==> config.mk <==
export PLATFORM = sky130hd
export DESIGN_NAME = decoder_scan
export DESIGN_NICKNAME = d
export VERILOG_FILES = /design/src/rtl/decoder_scan.sv
export SDC_FILE = /design/constraint.sdc
export NUM_CORES = 1
export LEC_CHECK = 0
export CORE_MARGIN = 4
export CORE_UTILIZATION = 50
export DETAILED_ROUTE_END_ITERATION = 8
export PLACE_DENSITY_LB_ADDON = 0.3
export REMOVE_ABC_BUFFERS = 1
export SLEW_MARGIN = 20
export SYNTH_ARGS = -nofsm -noshare
export SYNTH_HDL_FRONTEND = slang
export SYNTH_SLANG_ARGS = --single-unit
==> constraint.sdc <==
create_clock -name clk -period 5.7 [get_ports clk]
set_input_delay 1.14 -clock clk [delete_from_list [all_inputs] [get_ports clk]]
set_output_delay 1.14 -clock clk [all_outputs]
set_load 0.02 [all_outputs]
==> src/rtl/decoder_scan.sv <==
// decoder_scan: registered binary-to-one-hot decoder for digit/row select.
//
// Direct mode captures a binary index on a load strobe and decodes it. Scan
// mode steps through every output on its own, holding each one for dwell+1
// cycles, and pulses wrap when the index rolls over from OUT_W-1 to 0.
//
// Optional build macro:
//   DECODER_SCAN_BLANK_EN - anti-ghosting blanking. In scan mode with
//   dwell >= 1, Out is forced to zero for the first cycle of every dwell
//   period. Index, the dwell counter and wrap timing are unaffected.
//
// Ports:
//   clk     in   system clock, rising edge
//   rst     in   synchronous active-high reset
//   enable  in   0 blanks outputs (idle), 1 runs the selected mode
//   mode    in   0 = direct, 1 = scan
//   In      in   binary index (direct mode only)
//   load    in   direct-mode capture strobe for In
//   dwell   in   cycles per output minus one (scan mode)
//   Out     out  registered one-hot select, all-zero when blank
//   Index   out  registered current index
//   wrap    out  one-cycle pulse on scan rollover to index 0
module decoder_scan #(
  parameter int unsigned IN_W    = 3,
  parameter int unsigned DWELL_W = 16
) (
  input  logic                 clk,
  input  logic                 rst,
  input  logic                 enable,
  input  logic                 mode,
  input  logic [IN_W-1:0]      In,
  input  logic                 load,
  input  logic [DWELL_W-1:0]   dwell,
  output logic [2**IN_W-1:0]   Out,
  output logic [IN_W-1:0]      Index,
  output logic                 wrap
);

  localparam int unsigned OUT_W = 2 ** IN_W;

  localparam logic [1:0] StIdle   = 2'd0;
  localparam logic [1:0] StDirect = 2'd1;
  localparam logic [1:0] StScan   = 2'd2;

  logic [1:0]         state_q, state_d;
  logic [IN_W-1:0]    index_q, index_d;
  logic [DWELL_W-1:0] cnt_q, cnt_d;
  logic [OUT_W-1:0]   out_q, out_d;
  logic               wrap_q, wrap_d;
  logic               show;

  always_comb begin
    // Mode is re-evaluated every edge; load never competes with scan entry.
    if (!enable)   state_d = StIdle;
    else if (mode) state_d = StScan;
    else           state_d = StDirect;

    index_d = index_q;
    cnt_d   = cnt_q;
    wrap_d  = 1'b0;
    show    = 1'b0;

    case (state_d)
      StDirect: begin
        if (load) index_d = In;
        cnt_d = '0;
        show  = 1'b1;
      end
      StScan: begin
        show = 1'b1;
        if (state_q != StScan) begin
          // Fresh entry starts a full dwell period at the current index.
          cnt_d = '0;
        end else if (cnt_q >= dwell) begin
          // >= so a dwell lowered below cnt advances at once instead of
          // counting through the full range.
          cnt_d   = '0;
          index_d = index_q + 1'b1;
          wrap_d  = &index_q;
        end else begin
          cnt_d = cnt_q + 1'b1;
        end
`ifdef DECODER_SCAN_BLANK_EN
        if ((dwell != '0) && (cnt_d == '0)) show = 1'b0;
`endif
      end
      default: ;
    endcase

    out_d = show ? ({{(OUT_W-1){1'b0}}, 1'b1} << index_d) : '0;
  end

  always_ff @(posedge clk) begin
    if (rst) begin
      state_q <= StIdle;
      index_q <= '0;
      cnt_q   <= '0;
      out_q   <= '0;
      wrap_q  <= 1'b0;
    end else begin
      state_q <= state_d;
      index_q <= index_d;
      cnt_q   <= cnt_d;
      out_q   <= out_d;
      wrap_q  <= wrap_d;
    end
  end

  assign Out   = out_q;
  assign Index = index_q;
  assign wrap  = wrap_q;

endmodule

==> impl_summary.md <==
Outcome
The flow ran to the end, and the final reports show no timing, DRC or antenna violations.

Clock network
Hold repair after CTS inserted 0 buffers. TritonCTS created 5 clock buffers. The number of sinks driven by the clock tree is 30. CTS placed an instance of sky130_fd_sc_hd__clkbuf_8 at the clock tree root. Once the clock tree was built, the resizer swapped 0 gates to a different size. The number of buffers on the longest clock path is 2.

Clock-pin slew was measured on the worst setup and hold paths at 70 ps. TritonCTS built the clock tree. The later pin in the worst-skew pair is clocked with a latency of 290 ps. The maximum level of the CTS H-tree is 2. Post-CTS timing repair inserted 0 buffers for setup.

Layout
The final non-filler cell area is 0.00238 mm². The number of nets in the layout is 296. Fill cells in the final layout number 327.

The number of diodes added for antenna fixing is 0. The fraction of layout instances using a drive strength above 1 is 8.66%. The area growth from synthesis to layout is 25.0%.

Synth
Counting distinct cell types in the post-synthesis netlist gives 44. The leading area contributor after synthesis is sky130_fd_sc_hd__dfxtp_1. Counting flops with a built-in enable in the synthesized netlist gives 0. The netlist area before placement is 0.00190 mm². A synthesized cell averages 8.77 µm². The async set-or-reset flop fraction in the synthesized netlist is 0%. Ranked by total cell area, the synthesized netlist is headed by sky130_fd_sc_hd__dfxtp_1 32%, sky130_fd_sc_hd__ha_1 12%, sky130_fd_sc_hd__inv_1 4.1%. Among all cell types in the netlist, the one instantiated most often is sky130_fd_sc_hd__dfxtp_1. The sequential cell area fraction in the yosys report is 31.6%. The most used flip-flop cell after synthesis is sky130_fd_sc_hd__dfxtp_1. The commonest cells after synthesis are 30 x sky130_fd_sc_hd__dfxtp_1, 21 x sky130_fd_sc_hd__inv_1, 19 x sky130_fd_sc_hd__ha_1, 14 x sky130_fd_sc_hd__nand2_1, 14 x sky130_fd_sc_hd__nor2_1. In this run, synthesis produced a sequential element count of 30. The portion of synthesized cell area occupied by the leading cell type is 31.6%.

Synthesis produced a netlist whose cell count is 217. The Yosys step of the flow raised 0 warnings.

Floorplan
The initial cell density of the core is 52.0%. The die span in x is 69.7 µm. In this run the vertical extent of the chip is 69.7 µm. 36 I/O pins were placed.

The floorplan has 22 rows. The floorplan step defined a die boundary enclosing 0.00486 mm². After floorplanning, the core was sized to cover 0.00366 mm².

Power and ir drop
In this run the static leakage power is 0.00101 µW. Dividing total power by cell area gives a power density of 188 mW/mm². Combinational logic burns 12.7% of the power. Per report_power, the clock group accounts for 39.5% of the total. The design draws 447 µW. In this run the power spent charging and discharging nets is 108 µW. VDD sags by at most 141 µV. In this run, flip-flops and latches consume 47.9% of the power. The cell internal power dissipation is 340 µW. The switching share of total power is 24.1%.

Flow run
Across the run, the number of max-cap violations was 0.

Placed design
The count of input and output buffers is 35. The estimated wirelength of the detail-placed design is 3040 µm. Once placement finished, the instance area stood at 0.00228 mm². Routability-driven placement finished with a final weighted congestion of 0.829.

Setup path
The critical path class is input port to register. In this design, the largest share of critical-path delay is due to simple AND/OR/NAND/NOR gates. The critical path goes through clkdlybuf4s50_1, inv_1, ha_1, and2_1, a221o_1, a21o_1, nor3_2, mux2_4, and4_1. The worst setup path is captured at a register. In this run the worst path has a maximum fanout of 5.

The startpoint type of the worst setup path is an input port. The data required time at the worst endpoint is 5880 ps. The data arrival time of the critical path is 3620 ps. The largest individual stage delay along the critical path comes from the cell sky130_fd_sc_hd__clkdlybuf4s50_1. The number of buffer and inverter instances along the worst setup path is 2. The peak per-stage delay on the critical path is 460 ps.

Global route
The maximum number of pins on one net before global-route repair is 23. Global routing used 17.4% of the available tracks. The number of global-route vias before repair came to 1560. The final global-route overflow total is 0. The initial antenna violation count is 0. The global-route wire length before repair is 6950 µm.

Drt
The final routed wire length divided by cell count is 12.8 µm. Before antenna repair, the detailed router went through 4 iterations. The detail-routed via count per cell is 5.45. Summing over every cut layer, the via total after detailed routing is 1647. The number of nets with antenna violations after routing is 0.

In this run, the number of DRC markers left after iteration 0 of detailed routing was 75. The residual DRC count is 0. The total wire length is 3860 µm.

Timing
The relative slew slack is 63.3%. The post-route minimum period is 3440 ps. After routing, the total negative slack on setup checks comes to 0 ps. Setup repair after global routing left no endpoint under its margin. The final critical path takes up 60.4% of the cycle. The hold violation count in the final report was 0. Setup violations remaining at the end of the flow were counted as 0.

The number of max-slew violations in the final report is 0. At the pin with the least slew margin, the transition time is 549 ps. Based on the critical path, the design can be clocked at up to 291 MHz. The worst clock skew is 8.07 ps.

Hold path
The type of the tightest min-delay check is register to register.
-- routing by layer --
layer / share of wire [%] / vias to the layer above / routed length [µm] / GRT usage (%)
met3: 5.9 / 7 / 227 / 5.65
met2: 46 / 36 / 1780 / 26.7
met5: 0 / - / 0 / 0
li1: - / 859 / - / -
met1: 46 / 745 / 1770 / 22.5
met4: 1.9 / 0 / 74 / 7.02
-- placed cells by master (no fill, tap or decap), drive strengths merged --
cell / count
a22o: 5
nand2: 14
nand3: 11
o21ai: 9
and3: 7
a22oi: 2
inv: 21
clkinvlp: 1
clkdlybuf4s50: 35
nand4: 3
xor2: 1
or2: 2
a32oi: 2
nand2b: 6
a21o: 3
ha: 19
nor2: 14
a2111oi: 2
o31a: 2
clkbuf: 6
nor2b: 4
a211oi: 1
a21oi: 11
a221o: 2
buf: 1
and4: 5
or3: 1
xnor2: 4
mux2i: 3
a221oi: 1
nor3: 6
dfxtp: 30
clkinv: 1
a31oi: 8
nand3b: 1
nor4: 4
and2: 2
mux2: 2
nand4b: 1
o21bai: 1
-- worst paths after layout --
check	from	endpoint	slack [ps]	cells past startpoint
min reg2reg	cnt_q[11]	cnt_q[11]	500	1
max reg2reg	cnt_q[0]	Out[1]	3200	8
max	dwell[11]	Out[1]	2260	9
min	cnt_q[11]	cnt_q[11]	500	1
-- cells by family after synthesis --
family / after synthesis / share of synthesized area [%]
DFF: 30 / 31.6
adders and majority gates: 19 / 12.5
xor gates and xnor gates: 5 / 2.30
muxes: 5 / 3.16
buffers and inverters: 28 / 6.11
AOI/OAI and AO/OA: 49 / 20.4
and+or+nand+nor: 81 / 23.9
-- flip-flops by register name (all words and copies together), names as in the netlist --
signal and flops:
Index 3, state_q 2, Out 8, wrap 1, cnt_q 16
-- power groups by stage --
| stage | Clock (µW) | Sequential (µW) | Combinational [µW] |
|---|---|---|---|
| detailed placement | 0 | 219 | 57.0 |
| global route | 192 | 214 | 63.0 |
| finish | 177 | 214 | 56.8 |
| global placement | 0 | 219 | 56.1 |
| floorplan | 0 | 221 | 26.0 |
| CTS | 183 | 214 | 57.3 |
-- metrics by stage --
| stage | hold WS [ps] | worst slack (ps) | utilization, % | instances |
|---|---|---|---|---|
| 2_1_floorplan | 459 | 2100 | - | 210 |
| 3_5_place_dp | 484 | 1960 | 62.4 | 294 |
| 6_report | 495 | 2260 | 65.0 | 302 |
| 3_3_place_gp | 478 | 1980 | 62.4 | 294 |
| 5_1_grt | 530 | 2150 | 65.0 | 302 |
| 4_1_cts | 500 | 2270 | 65.0 | 302 |
-- area by class of cell --
| type | count | area (µm²) | share of cell area (%) |
|---|---|---|---|
| multi-input combinational | 159 | 1190 | 49.9 |
| sequential | 30 | 601 | 25.2 |
| timing repair buffer | 36 | 358 | 15.0 |
| clock buffer | 6 | 82.6 | 3.47 |
| inverter | 21 | 78.8 | 3.31 |
| tap | 48 | 60.1 | 2.52 |
| clock inverter | 2 | 12.5 | 0.526 |
No activity file was read; power rests on OpenSTA's default activity.
